$ cat src/rtl/button_conditioner.sv
// Push-button front end: synchronizes and debounces three raw buttons, emits
// one-cycle press pulses, and auto-repeats the up/down buttons while held.
module button_conditioner #(
  parameter int unsigned DEBOUNCE_CYCLES = 1000000,
  parameter int unsigned HOLD_CYCLES     = 50000000,
  parameter int unsigned REPEAT_CYCLES   = 20000000
) (
  input  logic clk,
  input  logic rst,
  input  logic btn_up_raw,
  input  logic btn_down_raw,
  input  logic btn_mid_raw,
  output logic up,
  output logic down,
  output logic modify,
  output logic up_level,
  output logic down_level,
  output logic mid_level
);

  localparam int unsigned NB       = 3;
  localparam int unsigned DB_MAX   = (DEBOUNCE_CYCLES > 1) ? DEBOUNCE_CYCLES - 1 : 0;
  localparam int unsigned HOLD_MAX = (HOLD_CYCLES > 1) ? HOLD_CYCLES - 1 : 0;
  localparam int unsigned REP_MAX  = (REPEAT_CYCLES > 1) ? REPEAT_CYCLES - 1 : 0;
  localparam int unsigned RPT_BIG  = (HOLD_CYCLES > REPEAT_CYCLES) ? HOLD_CYCLES : REPEAT_CYCLES;
  localparam int unsigned DB_W     = (DEBOUNCE_CYCLES < 2) ? 1 : $clog2(64'(DEBOUNCE_CYCLES) + 64'd1);
  localparam int unsigned RPT_W    = (RPT_BIG < 2) ? 1 : $clog2(64'(RPT_BIG) + 64'd1);

  typedef logic [DB_W-1:0]  db_cnt_t;
  typedef logic [RPT_W-1:0] rpt_cnt_t;

  localparam db_cnt_t  DB_LAST   = db_cnt_t'(DB_MAX);
  localparam rpt_cnt_t HOLD_LAST = rpt_cnt_t'(HOLD_MAX);
  localparam rpt_cnt_t REP_LAST  = rpt_cnt_t'(REP_MAX);

  typedef enum logic {RPT_HOLD, RPT_REPEAT} rpt_state_t;

  logic [NB-1:0] raw, sync1, sync2, stable, level, press;
  db_cnt_t       db_cnt [NB];
  logic [1:0]    held, rpt_fire;
  rpt_state_t    rpt_state [2];
  rpt_state_t    rpt_next  [2];
  rpt_cnt_t      rpt_cnt   [2];

  // Bit order throughout: 0 = up, 1 = down, 2 = middle.
  assign raw = {btn_mid_raw, btn_down_raw, btn_up_raw};

  always_ff @(posedge clk) begin
    if (rst) begin
      sync1  <= '0;
      sync2  <= '0;
      stable <= '0;
      level  <= '0;
      for (int unsigned i = 0; i < NB; i++) db_cnt[i] <= '0;
    end else begin
      sync1 <= raw;
      sync2 <= sync1;
      level <= stable;
      for (int unsigned i = 0; i < NB; i++) begin
        if (sync2[i] == stable[i]) begin
          db_cnt[i] <= '0;
        end else if (db_cnt[i] == DB_LAST) begin
          stable[i] <= ~stable[i];
          db_cnt[i] <= '0;
        end else begin
          db_cnt[i] <= db_cnt[i] + 1'b1;
        end
      end
    end
  end

  assign press   = stable & ~level;
  // Repeat runs only while exactly one of up/down is held.
  assign held[0] = level[0] & ~level[1];
  assign held[1] = level[1] & ~level[0];

  always_comb begin
    for (int unsigned i = 0; i < 2; i++) begin
      rpt_next[i] = rpt_state[i];
      rpt_fire[i] = 1'b0;
      if (!held[i]) begin
        rpt_next[i] = RPT_HOLD;
      end else begin
        case (rpt_state[i])
          RPT_HOLD: begin
            if (rpt_cnt[i] == HOLD_LAST) begin
              rpt_fire[i] = 1'b1;
              rpt_next[i] = RPT_REPEAT;
            end
          end
          RPT_REPEAT: begin
            if (rpt_cnt[i] == REP_LAST) rpt_fire[i] = 1'b1;
          end
          default: rpt_next[i] = RPT_HOLD;
        endcase
      end
    end
  end

  always_ff @(posedge clk) begin
    if (rst) begin
      for (int unsigned i = 0; i < 2; i++) begin
        rpt_state[i] <= RPT_HOLD;
        rpt_cnt[i]   <= '0;
      end
      up     <= 1'b0;
      down   <= 1'b0;
      modify <= 1'b0;
    end else begin
      for (int unsigned i = 0; i < 2; i++) begin
        rpt_state[i] <= rpt_next[i];
        if (!held[i] || rpt_fire[i]) begin
          rpt_cnt[i] <= '0;
        end else if (rpt_cnt[i] != '1) begin
          rpt_cnt[i] <= rpt_cnt[i] + 1'b1;
        end
      end
      // Up wins any same-cycle collision so the outputs never both pulse.
      up     <= press[0] | rpt_fire[0];
      down   <= (press[1] | rpt_fire[1]) & ~(press[0] | rpt_fire[0]);
      modify <= press[2];
    end
  end

  assign up_level   = level[0];
  assign down_level = level[1];
  assign mid_level  = level[2];

endmodule

$ cat config.mk
export PLATFORM = sky130hd
export DESIGN_NAME = button_conditioner
export DESIGN_NICKNAME = d
export VERILOG_FILES = /design/src/rtl/button_conditioner.sv
export SDC_FILE = /design/constraint.sdc
export NUM_CORES = 1
export LEC_CHECK = 0
export ABC_CLOCK_PERIOD_IN_PS = 3600
export CAP_MARGIN = 20
export CORE_ASPECT_RATIO = 0.75
export CORE_UTILIZATION = 45
export DETAILED_ROUTE_END_ITERATION = 7
export GPL_ROUTABILITY_DRIVEN = 0
export SYNTH_ARGS = -nofsm -noshare
export SYNTH_HDL_FRONTEND = slang
export SYNTH_SLANG_ARGS = --single-unit
$ cat constraint.sdc
create_clock -name clk -period 3.6 [get_ports clk]
set_input_delay 0.72 -clock clk [delete_from_list [all_inputs] [get_ports clk]]
set_output_delay 0.72 -clock clk [all_outputs]
set_load 0.005 [all_outputs]
==> metrics <==
Mapped Avg Cell Area 10.5 sq um; share of post-route cells with drive strength above 1 around 5.2%; r2r setup slk approximately 820 ps; die width between 100 and 150 microns; path depth of the worst reg2reg path 6; top cells by count, synth nor2_1 (135), edfxtp_1 (112), xnor2_1 (58); Synth top area share between 40% and 50%; Final Hold Fails 0; First DRT Iteration DRCs approximately 340; WP buf/inv 0; f_max between 0.3 and 0.4 GHz; core area roughly 0.015 sq mm; Netlist cell types 43; largest cells by area after synthesis edfxtp_1 (49%), xnor2_1 (7.5%), nor2_1 (7.4%); post-DR wirelength/cell about 13 microns; CP Max Fanout 26; Antenna Nets Post-Route 0; relative slew slack a little under a third; Hold Crit Start level[2]$_SDFF_PP0_; diode count 0; leakage around 2.6 nW; first-pass detailed-route iteration total 4; RSZ-0062 raised after global routing false; post_cts resized 0; Cell Chain, Critical Path ha_1 -> and4_1 -> nand4b_1 -> nor3_1 -> or3b_1 -> nor2_1; worst vdd ir between 0.0003 and 0.0004 V; area grow syn2layout 15.8%; slowest stage delay, CP 740 ps; clk_lat worst skew roughly 410 ps; pin count of the biggest net entering global routing 27; Seq cells post-synth between 100 and 150; CP Capture Type register; CTS tree yes; CTS max path bufs 2; worst clock skew between 7 and 8 ps; Critical Path RT around 3700 ps; Post-synth EDFFs between 100 and 150; Rows 38; measured slew at the worst slew-check pin 1010 ps; Setup-failing EPs final 0; root buf cell clkbuf_16; post-DP HPWL 8660 microns; Finished Layout Cells between 900 and 1000; Cells after DPL between 900 and 1000; vias in the first global route roughly 4700; Worst Setup Path Type register to register; H-Tree Depth 4; delay-heaviest family, CP simple AND/OR/NAND/NOR gates; status finished, final reports clean; Worst setup SP type register; global-route wire length before repair 21800 microns; worst r2r src rpt_cnt[1][0]$_SDFFCE_PN0P_; Reg-to-Reg End rpt_cnt[1][17]$_SDFFCE_PN0P_; vias per inst slightly above 5; Slew Limit Fails 0; Mapped Area roughly 0.007 sq mm; sequential area share after synthesis 54.4%; Synth area leader edfxtp_1; most numerous cell in the Yosys netlist nor2_1; slowest CP cell or3b_1; wirelength, routed approximately 13000 microns; Die Area around 0.016 sq mm; Worst Hold Class register to register; PD cells between 400 and 500 mW/mm^2; Residual DRC 0; CTS clk-pin slew, worst paths ~60 ps; Cells after Synth roughly 650; Total GRT Usage 18.0%; Synth Warn # 0; Most used DFF post-synth edfxtp_1; minimum clock period around 2800 ps; # IOs 11; worst hold path depth 1; dpl ws slightly above 800 ps; Final period util between 70% and 80%; Worst Path Arrival between 2000 and 3000 ps; MaxCap Viol Count 0; final worst setup slack 818 ps; nets approximately 730; cts bufs inserted 17; clock sinks 129; Post-CTS Hold Fix Bufs 0; Die Y around 110 microns; post-route setup TNS 0 ps; initial core utilization between 40% and 50%; Setup Buffers After CTS 0; initial antenna violation count 0; DR vias 4756; grt total ovfl 0; sink of the worst hold path modify$_SDFF_PP0_; fraction of registers with async set/reset 0%; port buffer count 10
==> worst max-delay path by stage <==
stage | startpoint | endpoint | cells past startpoint | slack [ps]
finish | rpt_cnt[1][0]$_SDFFCE_PN0P_ | rpt_cnt[1][17]$_SDFFCE_PN0P_ | 6 | 820
global route | rpt_cnt[1][0]$_SDFFCE_PN0P_ | rpt_cnt[1][20]$_SDFFCE_PN0P_ | 6 | 510
CTS | rpt_cnt[1][0]$_SDFFCE_PN0P_ | rpt_cnt[1][17]$_SDFFCE_PN0P_ | 6 | 790
detailed placement | rst | rpt_cnt[0][20]$_SDFFCE_PN0P_ | 6 | 810
global placement | rst | rpt_cnt[0][17]$_SDFFCE_PN0P_ | 6 | 840
floorplan | rpt_cnt[0][14]$_SDFFCE_PN0P_ | rpt_cnt[0][0]$_SDFFCE_PN0P_ | 5 | 890
==> layout make-up <==
| type | count | area (sq um) |
|---|---|---|
| clock buffer | 19 | 454 |
| clock inverter | 13 | 136 |
| fill | 1327 | 6750 |
| inverter | 12 | 45.0 |
| multi-input combinational | 551 | 3180 |
| sequential | 129 | 3700 |
| tap | 200 | 250 |
| timing repair buffer | 13 | 123 |
==> metrics by stage <==
step	cell area [sq um]	power, mW	hold slack (ps)	util [%]
2_1_floorplan	7040	1.75	414	-
3_3_place_gp	7300	1.77	395	49.9
3_5_place_dp	7300	1.78	412	49.9
4_1_cts	7890	3.49	420	53.9
5_1_grt	7890	3.56	450	53.9
6_report	7890	3.45	417	53.9
==> sequential cells by signal (all words and copies together), names as in the netlist <==
signal     count
level          3
up             1
rpt_cnt       52
modify         1
sync1          3
sync2          3
stable         3
db_cnt        60
down           1
rpt_state      2
==> layout by cell type, fill, tap and decap left out, drive strengths merged, types with 7 or more instances in the layout <==
cell,count
nand4,31
or3,7
and4,12
clkdlybuf4s50,10
nor3,29
edfxtp,112
xor2,46
xnor2,58
conb,60
nor4,12
and2,7
and3,15
dfxtp,17
nand3,46
nor4b,7
inv,13
nand2,43
nor2b,12
clkbuf,19
nor2,135
==> power by group <==
group | total [mW] | switching, mW | internal, mW
combinational | 0.0662 | 0.0370 | 0.0293
sequential | 1.68 | 0.0335 | 1.65
clock | 1.70 | 0.644 | 1.06
total | 3.45 | 0.714 | 2.73
==> metal layers <==
metal	wire (microns)	track usage [%]
met2	5420	26.9
met1	6560	25.2
met3	482	5.23
met4	110	5.32
met5	0	0
==> logic make-up after synthesis <==
logic type / Yosys count / synth area share (%)
XOR/XNOR: 104 / 13.4
buffers and inverters: 30 / 2.20
adder cells (fa/ha/maj): 5 / 0.918
other: 1 / 0.0550
multiplexers: 3 / 0.441
AND/OR/NAND/NOR: 371 / 27.7
flip-flops: 129 / 54.4
AO/OA/AOI/OAI: 8 / 0.936
Power figures use the tool's default switching activity.
